**config.mk**
```make
export PLATFORM = sky130hd
export DESIGN_NAME = alu_share_arb
export DESIGN_NICKNAME = d
export VERILOG_FILES = /design/src/rtl/alu_share_arb.sv
export SDC_FILE = /design/constraint.sdc
export NUM_CORES = 1
export LEC_CHECK = 0
export CAP_MARGIN = 5
export CELL_PAD_IN_SITES_DETAIL_PLACEMENT = 1
export CELL_PAD_IN_SITES_GLOBAL_PLACEMENT = 1
export CORE_MARGIN = 2
export CORE_UTILIZATION = 29
export DETAILED_ROUTE_END_ITERATION = 16
export GPL_TIMING_DRIVEN = 0
export PLACE_DENSITY = 0.81
export SETUP_SLACK_MARGIN = 0.3
export SYNTH_ARGS = -nofsm -noshare
export SYNTH_HDL_FRONTEND = slang
export SYNTH_SLANG_ARGS = --single-unit
```
**constraint.sdc**
```tcl
create_clock -name clk -period 3 [get_ports clk]
set_clock_uncertainty 0.05 [all_clocks]
set_input_delay 0.3 -clock clk [delete_from_list [all_inputs] [get_ports clk]]
set_output_delay 0.3 -clock clk [all_outputs]
set_load 0.02 [all_outputs]
```
**src/rtl/alu_share_arb.sv**
```systemverilog
// alu_share_arb: round-robin sharing of one ALU between two valid/ready requesters.
// Define ALU_SHARE_ARB_STATS_EN to enable the saturating per-requester grant counters.
module alu_share_arb #(
    parameter int WIDTH = 16,
    parameter int OPW = 3
) (
    input  logic             clk,
    input  logic             rst,
    input  logic             req0_valid,
    input  logic             req1_valid,
    output logic             req0_ready,
    output logic             req1_ready,
    input  logic [OPW-1:0]   req0_op,
    input  logic [OPW-1:0]   req1_op,
    input  logic [WIDTH-1:0] req0_a,
    input  logic [WIDTH-1:0] req0_b,
    input  logic [WIDTH-1:0] req1_a,
    input  logic [WIDTH-1:0] req1_b,
    output logic             rsp0_valid,
    output logic             rsp1_valid,
    input  logic             rsp0_ready,
    input  logic             rsp1_ready,
    output logic [WIDTH-1:0] rsp_result,
    output logic             rsp_z,
    output logic             rsp_v,
    output logic             rsp_n,
    output logic [OPW-1:0]   alu_op,
    output logic [WIDTH-1:0] alu_a,
    output logic [WIDTH-1:0] alu_b,
    input  logic [WIDTH-1:0] alu_result,
    input  logic             alu_z,
    input  logic             alu_v,
    input  logic             alu_n,
    output logic [15:0]      gnt0_cnt,
    output logic [15:0]      gnt1_cnt
);
    typedef enum logic [1:0] {IDLE, EXEC, RESP} state_t;

    state_t state, state_nx;
    logic   rr, owner, gnt1, hs0, hs1, hs, take;

    // rr=1 gives requester 1 priority when both are valid
    assign gnt1 = req1_valid & (~req0_valid | rr);
    assign hs0  = req0_valid & req0_ready;
    assign hs1  = req1_valid & req1_ready;
    assign hs   = hs0 | hs1;
    assign take = (state == RESP) & (owner ? rsp1_ready : rsp0_ready);

    always_ff @(posedge clk or posedge rst)
        if (rst) state <= IDLE;
        else     state <= state_nx;

    always_comb
        state_nx = (state == IDLE) ? (hs ? EXEC : IDLE) :
                   (state == EXEC) ? RESP : (take ? IDLE : RESP);

    always_comb begin
        req0_ready = ~rst & (state == IDLE) & req0_valid & ~gnt1;
        req1_ready = ~rst & (state == IDLE) & gnt1;
        rsp0_valid = (state == RESP) & ~owner;
        rsp1_valid = (state == RESP) & owner;
    end

    always_ff @(posedge clk or posedge rst)
        if (rst) begin
            alu_op     <= '0;
            alu_a      <= '0;
            alu_b      <= '0;
            owner      <= 1'b0;
            rr         <= 1'b0;
            rsp_result <= '0;
            rsp_z      <= 1'b0;
            rsp_v      <= 1'b0;
            rsp_n      <= 1'b0;
        end else begin
            if (hs) begin
                alu_op <= gnt1 ? req1_op : req0_op;
                alu_a  <= gnt1 ? req1_a : req0_a;
                alu_b  <= gnt1 ? req1_b : req0_b;
                owner  <= gnt1;
            end
            if (state == EXEC) begin
                rsp_result <= alu_result;
                rsp_z      <= alu_z;
                rsp_v      <= alu_v;
                rsp_n      <= alu_n;
            end
            if (take) rr <= ~owner;
        end

`ifdef ALU_SHARE_ARB_STATS_EN
    always_ff @(posedge clk or posedge rst)
        if (rst) begin
            gnt0_cnt <= '0;
            gnt1_cnt <= '0;
        end else begin
            if (hs0 && gnt0_cnt != 16'hFFFF) gnt0_cnt <= gnt0_cnt + 16'd1;
            if (hs1 && gnt1_cnt != 16'hFFFF) gnt1_cnt <= gnt1_cnt + 16'd1;
        end
`else
    assign gnt0_cnt = '0;
    assign gnt1_cnt = '0;
`endif
endmodule

```
-- Word level (Yosys, flattened, before mapping)
Index checks and enable logic that the tools add are counted.
- input port bits: 95
- word-level logic and storage cells: 37
- flip-flop bits (word level): 58
- mux-type cells: 8
- bitwise gates (word level): 16
- reduce and logical (&&, ||, !) cells: 1
- eq/ne operators: 2
- operators by type and width (operator ; count):
    16-bit two-way mux ; 2
    1-bit AND ; 10
    2-bit two-way mux ; 3
    1-bit inverter ; 4
    3-bit two-way mux ; 1
    2-bit by 1-bit == test with 1-bit output, second input constant ; 1
    2-bit == test, second input constant ; 1
    2-bit zero test ; 1
    1-bit two-way mux ; 2
    1-bit OR ; 2

-- Depth between registers and ports, before layout
- depth in word-level cells: 9
- depth in mapped cells: 5
- gate-level depth less buffers: 3

-- Worst setup path after synthesis
No wires, ideal clock.
- kind: register -> output
- from: register rr
- to: output port req0_ready
- data required time: 2.650 ns
- buffers on the path: 1
- setup slack: 1.252 ns
- arrival time: 1.398 ns
- stages on the path, launching flop included: 4
- path through: dfrtp_1 -> a21bo_2 -> buf_4 -> nor4_1
- word-level cells in the longest chain between the ends: 4
- ends and longest elaborated chain (what ; RTL line ; RTL):
    start, declared ; 40 ; logic rr, owner, gnt1, hs0, hs1, hs, take;
    start signal, assigned ; 88 ; if (take) rr <= ~owner;
    1-bit OR ; 43 ; assign gnt1 = req1_valid & (~req0_valid | rr);
    1-bit AND ; 43 ;
    1-bit inverter ; 58 ; req0_ready = ~rst & (state == IDLE) & req0_valid & ~gnt1;
    1-bit AND ; 58 ;
    end, declared ; 11 ; output logic req0_ready,
No other way between the ends.

-- Final worst setup path
- from: input port req1_valid
- to: output port req1_ready
- word-level cells in the longest chain between the ends: 2
- ends and longest elaborated chain (what ; RTL line ; RTL):
    start, declared ; 10 ; input logic req1_valid,
    1-bit AND ; 43 ;
    1-bit AND ; 59 ; req1_ready = ~rst & (state == IDLE) & gnt1;
    end, declared ; 12 ; output logic req1_ready,
No other way between the ends.

==> results.toml <==
[synthesis]
async_flop_share_pct = 100
ys_seq_elements = 58
synth_area_leaders = "dfrtp_1, o32ai_1, a2bb2oi_2"
syn_area_per_cell_um2 = 13.3
yosys.area.top_type_share_pct = 50.2
synth_warnings = 0
synth_common_cells = "dfrtp_1, buf_4, o32ai_1, a2bb2oi_2, mux2_2"
synth_edf_count = 0
synth.most_common_cell = "dfrtp_1"
yosysUniqueCellTypes = 26
yosysTopAreaCell = "dfrtp_1"
synthCells = 218
synth-main-ff-cell = "dfrtp_1"
ys_seq_area_share_pct = 50.2
synth_area_um2 = 2890

[setup_path]
end_kind = "output pin"
setup.worst_path.class = "input pin to output pin"
reg2reg_from = "state[0]"
rr_worst_depth = 4
cp_max_fo = 10
path_cells = "clkdlybuf4s50_1 -> inv_2 -> clkbuf_1 -> nor3b_1 -> clkdlybuf4s50_1"
crit_top_cell = "clkdlybuf4s50_1"
path_delay_family = "buffers and inverters"
critical_path_required_ps = 2650
cp_num_cells = 5
cp.arrival_ps = 2170
critPathSlowestCell = "clkdlybuf4s50_1"
critPathLaunch = "req1_valid"
cp-start-kind = "input pin"
crit_buf_inv = 4
critPathMaxStageDelay_ps = 660

[grt]
antenna_found_initial = 0
grt_max_degree = 35
grt_pass1_wl_mm = 15.1
grt-ovfl-total = 0
grt_pass1_vias = 2900
globalRouteTotalUtil_pct = 17.5

[sta]
slew-limit-headroom_pct = 51.0
finalSetupViolCount = 0
setup_tns_ps = 0
period_share_pct = 84.1
fin_crit_ps = 2520
fmax_ghz = 0.396
max_slew.worst_pin.slew_ps = 734
drv_slew = 0
hold-worst-slack_ps = 451
rsz0062_at_grt = "false"
final-hold-violation-count = 0

[die]
die_w_um = 104
core-area_um2 = 9730
die_area_um2 = 10800
initial_core_util_pct = 29.7
ios = 185
die_h_um = 104
core.rowCount = 36

[pwr]
p_clk_share_pct = 17.2
p_leak_nw = 2.04
pwr-share-comb_pct = 51.9
p_per_area_nw_per_um2 = 909
vdd_ir_drop_max_mv = 0.320
seqPwrFrac_pct = 30.9
total_power_mw = 4.48
netSwitchingPower_mw = 1.62
intPower_mw = 2.86
switching_share_pct = 36.2

[detailed_routing]
vias_per_cell = 4.64
drcViolationCount = 0
drt_iter0_drc = 51
wl_per_cell_um = 16.9
route.antenna.remaining_nets = 0
vias = 2559
dr.pass1.iters = 4
wl_mm = 9.32

[clocking]
htreeDepth = 3
cts_hold_buf = 0
cts-root-buf = "clkbuf_8"
cts_resized = 0
cts_setup_buffers = 0
cts_inserted_buffers = 9
cts_tree = "done"
clock_sinks = 58
path_clk_slew_ps = 70
worstSkewPairLatency_ps = 320
clk_path_buf_depth = 2

[worst_hold_path]
hold_class = "input pin to async pin"

[cells_and_area]
n_antenna_cell = 0
layout-drive-gt1-share_pct = 26.1
fillers = 1074
syn_to_final_growth_pct = 70.5
final_nets = 508

[placed_design]
gp_congestion = 0.737
dp.final_hpwl_mm = 7.20
numPortBuffers = 152

[status]
outcome = "completed"

[flow_run]
cap_violations = 0
final cells by class:
type                            count  area [µm²]  area share (%)
Buffer                             53         374            7.59
Clock buffer                       12         165            3.35
Clock inverter                      4        48.8           0.990
Inverter                            2        7.51           0.152
Multi-Input combinational cell    136        1170            23.8
Sequential cell                    58        1450            29.4
Tap cell                          133         166            3.38
Timing Repair Buffer              153        1540            31.3
flip-flops by register name, indices dropped and copies added (netlist names):
name	flops
owner	1
rsp_n	1
rsp_result	16
rr	1
state	2
rsp_v	1
alu_b	16
alu_a	16
alu_op	3
rsp_z	1
power groups by stage:
stage	Clock (mW)	Sequential [mW]	Combinational, mW
after global routing	0.831	1.44	2.46
after CTS	0.800	1.39	2.35
after detailed placement	0	1.40	2.34
after floorplan	0	1.81	0.854
final	0.769	1.38	2.33
after global placement	0	1.38	2.30
worst paths after layout:
path,end,slack (ps)
min in group clk,rsp_result[4],450
worst min-delay path,rr,450
worst max-delay path,req1_ready,480
worst min register to register,rsp_result[4],450
max in group asynchronous,alu_b[6],1850
worst max register to register,alu_a[3],1460
cell families after synthesis:
| family | after synthesis | share of synthesized area (%) |
|---|---|---|
| other | 1 | 0.130 |
| DFF | 58 | 50.2 |
| and+or+nand+nor | 9 | 2.08 |
| muxes | 20 | 7.75 |
| AOI/OAI and AO/OA | 75 | 26.7 |
| buffers and inverters | 55 | 13.2 |
metrics by stage:
stage	util, %	instance area, µm²	cells	setup slack [ps]
2_1_floorplan	-	3010	249	1220
3_3_place_gp	48.3	4700	534	13.7
3_5_place_dp	48.5	4720	535	481
4_1_cts	50.7	4930	551	457
5_1_grt	50.7	4930	551	366
6_report	50.7	4930	551	476
placed cells by master (no fill, tap or decap), types with 2 or more instances in the layout:
cell and count:
clkbuf_8 12, nor3b_1 2, a2bb2oi_2 19, buf_2 11, buf_4 35, dfrtp_1 58, a2bb2oi_1 16, buf_6 4
clkbuf_1 3, clkdlybuf4s50_1 152, clkinv_2 2, conb_1 32, mux2_2 19, inv_2 2, o32ai_1 35
per-layer routing:
layer	up-vias	wire (µm)	global-route usage (%)
met5	-	0	0
met4	0	66	5.21
met3	6	531	4.01
met2	106	4890	32.3
met1	1271	3830	20.2
li1	1176	-	-
Note: power is estimated with default switching activity, not from simulation.
